## config.mk

```make
export PLATFORM = sky130hd
export DESIGN_NAME = ycc422_to_rgb444
export DESIGN_NICKNAME = d
export VERILOG_FILES = /design/src/rtl/ycc422_to_rgb444.sv
export SDC_FILE = /design/constraint.sdc
export NUM_CORES = 1
export LEC_CHECK = 0
export CELL_PAD_IN_SITES_DETAIL_PLACEMENT = 1
export CELL_PAD_IN_SITES_GLOBAL_PLACEMENT = 1
export CORE_MARGIN = 4
export CORE_UTILIZATION = 49
export CTS_CLUSTER_SIZE = 25
export DETAILED_ROUTE_END_ITERATION = 10
export PLACE_DENSITY_LB_ADDON = 0.12
export SETUP_SLACK_MARGIN = 0.02
export SLEW_MARGIN = 20
export SYNTH_ARGS = -nofsm -noshare
export SYNTH_HDL_FRONTEND = slang
export SYNTH_SLANG_ARGS = --single-unit
```

## constraint.sdc

```tcl
create_clock -name clk -period 4.58 [get_ports clk]
set_input_delay 0.916 -clock clk [delete_from_list [all_inputs] [get_ports clk]]
set_output_delay 0.916 -clock clk [all_outputs]
set_load 0.05 [all_outputs]
```

## src/rtl/ycc422_to_rgb444.sv

```systemverilog
// ---------------------------------------------------------------------------
// ycc422_to_rgb444
//
// Converts a YCbCr 4:2:2 pixel stream (one Y plus one chroma byte per clock)
// into 8-bit RGB 4:4:4 using BT.601 studio-range coefficients. Four register
// stages (input capture, offset removal, products, sum/limit), so RGB, syncs
// and DE all emerge exactly 4 clocks after they enter. No stalls.
//
// Build option:
//   OUT_CLAMP_EN  defined   -> each component saturates to 0..255
//                 undefined -> each component is bits [7:0] of the shifted
//                              sum (wraps). Latency is identical.
//
// Ports:
//   clk            pixel clock, rising edge
//   rst            synchronous active-high reset
//   hdmi_d[15:0]   Y + chroma byte (placement selected by Y_IN_HIGH)
//   hdmi_de        active video
//   hdmi_hsync     horizontal sync (polarity passed through)
//   hdmi_vsync     vertical sync (polarity passed through)
//   r_out/g_out/b_out  RGB pixel, forced to 0 while de_out is low
//   hsync_out/vsync_out/de_out  syncs and DE aligned with RGB
// ---------------------------------------------------------------------------
module ycc422_to_rgb444 #(
  parameter int Y_IN_HIGH = 1
) (
  input  logic        clk,
  input  logic        rst,
  input  logic [15:0] hdmi_d,
  input  logic        hdmi_de,
  input  logic        hdmi_hsync,
  input  logic        hdmi_vsync,
  output logic [7:0]  r_out,
  output logic [7:0]  g_out,
  output logic [7:0]  b_out,
  output logic        hsync_out,
  output logic        vsync_out,
  output logic        de_out
);

  logic [7:0] y_in, c_in;
  assign y_in = (Y_IN_HIGH != 0) ? hdmi_d[15:8] : hdmi_d[7:0];
  assign c_in = (Y_IN_HIGH != 0) ? hdmi_d[7:0]  : hdmi_d[15:8];

  // Chroma phase of the pixel currently on the input: 0 = Cb, 1 = Cr.
  logic phase_q;
  always_ff @(posedge clk) begin
    if (rst || !hdmi_de) phase_q <= 1'b0;
    else                 phase_q <= ~phase_q;
  end

  // ---------------- S1: input capture ----------------
  logic [7:0] y1_q, c1_q;
  logic       de1_q, hs1_q, vs1_q, ph1_q;
  always_ff @(posedge clk) begin
    if (rst) begin
      y1_q <= '0; c1_q <= '0; de1_q <= 1'b0;
      hs1_q <= 1'b0; vs1_q <= 1'b0; ph1_q <= 1'b0;
    end else begin
      y1_q  <= y_in;    c1_q  <= c_in;    de1_q <= hdmi_de;
      hs1_q <= hdmi_hsync; vs1_q <= hdmi_vsync; ph1_q <= phase_q;
    end
  end

  // ---------------- S2: chroma pairing and offsets ----------------
  // A phase-0 pixel in S1 borrows Cr from the pixel now on the input, which
  // is its phase-1 partner when DE is still high; otherwise the line ended
  // on an odd pixel and a neutral Cr is used. A phase-1 pixel reuses the Cb
  // held from its phase-0 partner.
  logic [7:0]        cb_hold_q;
  logic [7:0]        cb_sel_d, cr_sel_d;
  logic signed [9:0] ys2_d, cb2_d, cr2_d;
  logic signed [9:0] ys2_q, cb2_q, cr2_q;
  logic              de2_q, hs2_q, vs2_q;

  always_comb begin
    cb_sel_d = c1_q;
    cr_sel_d = 8'd128;
    if (!ph1_q) begin
      cb_sel_d = c1_q;
      cr_sel_d = hdmi_de ? c_in : 8'd128;
    end else begin
      cb_sel_d = cb_hold_q;
      cr_sel_d = c1_q;
    end
    ys2_d = $signed({2'b00, y1_q})     - 10'sd16;
    cb2_d = $signed({2'b00, cb_sel_d}) - 10'sd128;
    cr2_d = $signed({2'b00, cr_sel_d}) - 10'sd128;
  end

  always_ff @(posedge clk) begin
    if (rst) begin
      cb_hold_q <= '0;
      ys2_q <= '0; cb2_q <= '0; cr2_q <= '0;
      de2_q <= 1'b0; hs2_q <= 1'b0; vs2_q <= 1'b0;
    end else begin
      if (de1_q && !ph1_q) cb_hold_q <= c1_q;
      ys2_q <= ys2_d; cb2_q <= cb2_d; cr2_q <= cr2_d;
      de2_q <= de1_q; hs2_q <= hs1_q; vs2_q <= vs1_q;
    end
  end

  // ---------------- S3: coefficient products ----------------
  logic signed [19:0] ys_x, cb_x, cr_x;
  assign ys_x = $signed({{10{ys2_q[9]}}, ys2_q});
  assign cb_x = $signed({{10{cb2_q[9]}}, cb2_q});
  assign cr_x = $signed({{10{cr2_q[9]}}, cr2_q});

  logic signed [19:0] py_q, prcr_q, pgcb_q, pgcr_q, pbcb_q;
  logic               de3_q, hs3_q, vs3_q;
  always_ff @(posedge clk) begin
    if (rst) begin
      py_q <= '0; prcr_q <= '0; pgcb_q <= '0; pgcr_q <= '0; pbcb_q <= '0;
      de3_q <= 1'b0; hs3_q <= 1'b0; vs3_q <= 1'b0;
    end else begin
      py_q   <= ys_x * 20'sd298;
      prcr_q <= cr_x * 20'sd409;
      pgcb_q <= cb_x * 20'sd100;
      pgcr_q <= cr_x * 20'sd208;
      pbcb_q <= cb_x * 20'sd516;
      de3_q <= de2_q; hs3_q <= hs2_q; vs3_q <= vs2_q;
    end
  end

  // ---------------- S4: sum, round, shift, limit ----------------
  function automatic logic [7:0] limit(input logic signed [19:0] sum);
    logic signed [19:0] sh;
    sh = sum >>> 8;
`ifdef OUT_CLAMP_EN
    if (sh < 0)             limit = 8'd0;
    else if (sh > 20'sd255) limit = 8'd255;
    else                    limit = sh[7:0];
`else
    limit = sh[7:0];
`endif
  endfunction

  logic signed [19:0] sr_d, sg_d, sb_d;
  always_comb begin
    sr_d = py_q + prcr_q + 20'sd128;
    sg_d = py_q - pgcb_q - pgcr_q + 20'sd128;
    sb_d = py_q + pbcb_q + 20'sd128;
  end

  logic [7:0] r_q, g_q, b_q;
  logic       de4_q, hs4_q, vs4_q;
  always_ff @(posedge clk) begin
    if (rst) begin
      r_q <= '0; g_q <= '0; b_q <= '0;
      de4_q <= 1'b0; hs4_q <= 1'b0; vs4_q <= 1'b0;
    end else begin
      r_q <= de3_q ? limit(sr_d) : 8'd0;
      g_q <= de3_q ? limit(sg_d) : 8'd0;
      b_q <= de3_q ? limit(sb_d) : 8'd0;
      de4_q <= de3_q; hs4_q <= hs3_q; vs4_q <= vs3_q;
    end
  end

  assign r_out     = r_q;
  assign g_out     = g_q;
  assign b_out     = b_q;
  assign de_out    = de4_q;
  assign hsync_out = hs4_q;
  assign vsync_out = vs4_q;

endmodule

```

# [Word-level counts from Yosys, hierarchy flattened]
# Cells that the tools add are included.
[totals] word_cells=57 in_bits=21 reg_bits=169 output_inout_bits=27
[classes] multipliers=5 reduce_logical=5 muxes=3 addsub=10 bitwise_logic=2
[op_table] op="$add 16x9->16 const B" count=3
[op_table] op="$add 16x16->16" count=2
[op_table] op="$sub 16x16->16" count=2
[op_table] op="$mux 8" count=3
[op_table] op="$sub 8x8->9 const B" count=2
[op_table] op="$mul 9x10->16 const B" count=1
[op_table] op="$mul 9x9->15 const B" count=1
[op_table] op="$mul 9x6->14 const B" count=1
[op_table] op="$mul 9x9->14 const B" count=1
[op_table] op="$mul 9x5->12 const B" count=1
[op_table] op="$sub 8x5->9 const B" count=1
[op_table] op="$logic_not 1->1" count=2
[op_table] op="$not 1->1" count=2
[op_table] op="$reduce_or 2->1" count=1
[op_table] op="$logic_and 1x1->1" count=1
[op_table] op="$logic_or 1x1->1" count=1

# [Logic depth before layout (Yosys ltp)]
[logic_depth] word_depth=3 depth_mapped=16 ltp_nobuf=16

# [Worst setup path after synthesis]
# OpenSTA, ideal clock, no wires.
[synth_timing] path_kind="reg2reg" from="reg cr2_q[3]" to="reg prcr_q[14]" path_stages_with_launch=15 setup_slack_ns=0.784 arrival_ns=3.668 n_path_buf=0 setup_time_ns=0.128 path_cell_list="dfxtp_1 -> ha_1 -> ha_1 -> inv_1 -> fa_1 -> inv_1 -> fa_1 -> ha_1 -> fa_1 -> a21o_1 -> a21oi_1 -> nor2_1 -> o31ai_1 -> xor2_1 -> nor2_1"
[synth_between] elab_chain_len=1
[synth_rtl] item="from (decl)" line="73" source="logic signed [9:0] ys2_q, cb2_q, cr2_q;"
[synth_rtl] item="from (signal assigned)" line="94" source="ys2_q <= '0; cb2_q <= '0; cr2_q <= '0;"
[synth_rtl] item="from (signal assigned)" line="98" source="ys2_q <= ys2_d; cb2_q <= cb2_d; cr2_q <= cr2_d;"
[synth_rtl] item="$mul 9x10->16" line="117" source="prcr_q <= cr_x * 20'sd409;"
[synth_rtl] item="to (signal assigned)" line="117"
[synth_rtl] item="to (decl)" line="109" source="logic signed [19:0] py_q, prcr_q, pgcb_q, pgcr_q, pbcb_q;"
# No other way between the ends.
# A chain may end at the register's enable or synchronous reset.

# [Worst setup path after layout]
# Ends and elaborated chain as after synthesis.

==> flow_metrics.tcl <==
set metrics [dict create \
    rsz0062_at_grt "false" \
    synth_top_family_by_area "adder cells" \
    async_reset_ff_frac 0 \
    crit_slowest_cell "fa_1" \
    synth_cell_types 47 \
    grt_pass1_wl_mm 39.9 \
    critPathKind "reg2reg" \
    area_growth_pct 13.3 \
    ir_worst_vdd_uv 285 \
    cts_setup_buffers 0 \
    synth_xor_area_frac 0.0616 \
    clock_sinks 153 \
    pwr-share-clk 0.308 \
    fin_hold_ws_ns 0.409 \
    power.share.switching 0.359 \
    crit_path_max_fanout 6 \
    fin_crit_ns 4.14 \
    synth_most_common_cell "ha_1" \
    status "completed" \
    synth.area.top_cells "dfxtp_1 30%, ha_1 27%, fa_1 9.6%" \
    power_frac_comb 0.368 \
    worstPathRequired_ns 4.86 \
    clk_path_buf_depth 2 \
    grtUsageTotal 0.212 \
    fin_area_um2 11600 \
    insertedDiodeCount 0 \
    numPortBuffers 47 \
    synth_edf_count 0 \
    synthMuxAreaShare 0.0176 \
    fmax_ghz 0.241 \
    setup_ws_ns 0.439 \
    p_int_mw 3.03 \
    cpPeakStageDelay_ns 0.49 \
    hold_viol 0 \
    p_per_area_nw_per_um2 408 \
    ctsRootBufferMaster "clkbuf_16" \
    synth_top_cell_by_area "dfxtp_1" \
    synth_top_area_share 0.299 \
    crit_chain "ha_1, ha_1, inv_1, fa_1, inv_1, fa_1, ha_1, fa_1, a21o_1, a21oi_1, nor2_1, o31ai_1, xor2_1, nor2_1" \
    htreeDepth 4 \
    nets 1387 \
    relSlewSlack 0.307 \
    antenna_found_initial 0 \
    cp-start-kind "flip-flop" \
    fin_setup_tns_ns 0 \
    clk_latency_ns 0.43 \
    synth_fa_ha_area_frac 0.362 \
    hold_path.class "reg2reg" \
    fp.dieH_um 153 \
    setup_violations 0 \
    rows 52 \
    overflow 0 \
    synth.net_count 1339 \
    ys_seq_area_frac 0.299 \
    synthFlopType "dfxtp_1" \
    num_vias 7124 \
    wl_per_cell_um 16.9 \
    netlist_instances 1051 \
    power_mw 4.73 \
    p_sw_mw 1.70 \
    power_frac_seq 0.324 \
    avgSynthCellArea_um2 9.74 \
    drv_cap 0 \
    grt_pass1_vias 7958 \
    die_area_um2 23300 \
    cts_tree "yes" \
    core_area_um2 20400 \
    hpwlAfterDp_mm 18.1 \
    grt_max_degree 78 \
    ios 48 \
    drv_slew 0 \
    drt_wl_total_mm 23.4 \
    leakagePower_nw 5.71 \
    cp-end-kind "flip-flop" \
    die_x_um 153 \
    pre_cts_slack_ns 0.451 \
    routed_via_density 5.15 \
    clkTransAtPathRegs_ns 0.07 \
    drt_iter0_drc 184 \
    place.gp.congestion 0.889 \
    ys_ff_latch 153 \
    yosys.area_share.simple 0.118 \
    ys_warn_count 0 \
    fin_crit_sh 0.904 \
    tightest_slew_ns 1.04 \
    drive_above_1_share 0.0360 \
    start_util 0.503 \
    post_layout_nonfiller_instances 1382 \
    synth_compound_area_frac 0.0794 \
    syn-cell-area_um2 10200 \
    ctsHoldBuffers 0 \
    ctsResizeCount 0 \
    crit_arrival_ns 4.42 \
    place_inst 1350 \
    ys_top_cells_by_count "218 x ha_1, 153 x dfxtp_1, 149 x inv_1" \
    ant_nets 0 \
    cts_buffers 17 \
    dr.pass1.iters 4 \
    final_util 0.569 \
    postPlaceCellArea_um2 11000 \
    worst_clock_skew_ns 0.00766 \
    drc 0 \
]
## layout by cell type, fill, tap and decap left out, drive strengths merged, types with 2 or more instances in the layout
cell type / n
nand3: 5
o21ai: 25
ha: 218
a21o: 10
clkdlybuf4s50: 46
clkinv: 4
buf: 3
a31oi: 3
nor3b: 2
nand2b: 6
inv: 156
mux2i: 18
a21oi: 43
fa: 49
o21a: 7
o31ai: 5
xnor2: 51
o211ai: 4
a211oi: 4
bufinv: 2
and3: 3
or2: 4
dfxtp: 153
nor2: 98
or3: 7
o41ai: 2
clkbuf: 18
o22ai: 5
nand2: 24
o21bai: 5
nand4: 4
nor2b: 74
xor2: 21
a22oi: 9
nor3: 10
## layer usage
layer / wire, um / vias up / track usage
li1: - / 3567 / -
met5: 0 / - / 0
met3: 533 / 47 / 0.0341
met2: 11500 / 92 / 0.367
met1: 10600 / 3418 / 0.262
met4: 855 / 0 / 0.0908
## cell type report
class / count / area [um^2]
fill: 2285 / 8770
sequential: 153 / 3060
timing repair buffer: 49 / 483
tap: 270 / 338
multi-input combinational: 729 / 6540
inverter: 149 / 559
clock buffer: 18 / 429
clock inverter: 14 / 184
## worst paths after layout
path,from,end,slack [ns],depth (start not counted)
max reg2reg,cr2_q[3],prcr_q[14],0.44,14
min,phase_q,phase_q,0.41,1
min reg2reg,phase_q,phase_q,0.41,1
max,cr2_q[3],prcr_q[14],0.44,14
## power groups by stage
stage	clock network [mW]	logic, mW	registers (mW)
floorplan	0	1.30	1.55
global placement	0	1.66	1.56
detailed placement	0	1.70	1.57
CTS	1.49	1.76	1.54
global route	1.55	2.00	1.55
finish	1.46	1.74	1.53
## worst max-delay path, delay by kind of cell (launching register included)
family	cells	cell delay, ns
buffers and inverters	2	0.11
AND/OR/NAND/NOR	2	0.12
XOR/XNOR	1	0.18
AO/OA/AOI/OAI	3	0.69
flip-flops	1	0.47
adder cells (fa/ha/maj)	6	2.40
## sequential cells by signal (all words and copies together), names as in the netlist, 9 cells and up
register / flops
ys2_q: 9
pgcb_q: 14
py_q: 15
prcr_q: 16
pbcb_q: 11
pgcr_q: 10
## kinds of logic after synthesis
group           count (synthesis)
simple gates                  242
compound gates                130
fa+ha+maj                     267
mux                            18
buf+inv                       169
flops                         153
xor+xnor                       72
Power figures use the tool's default switching activity.
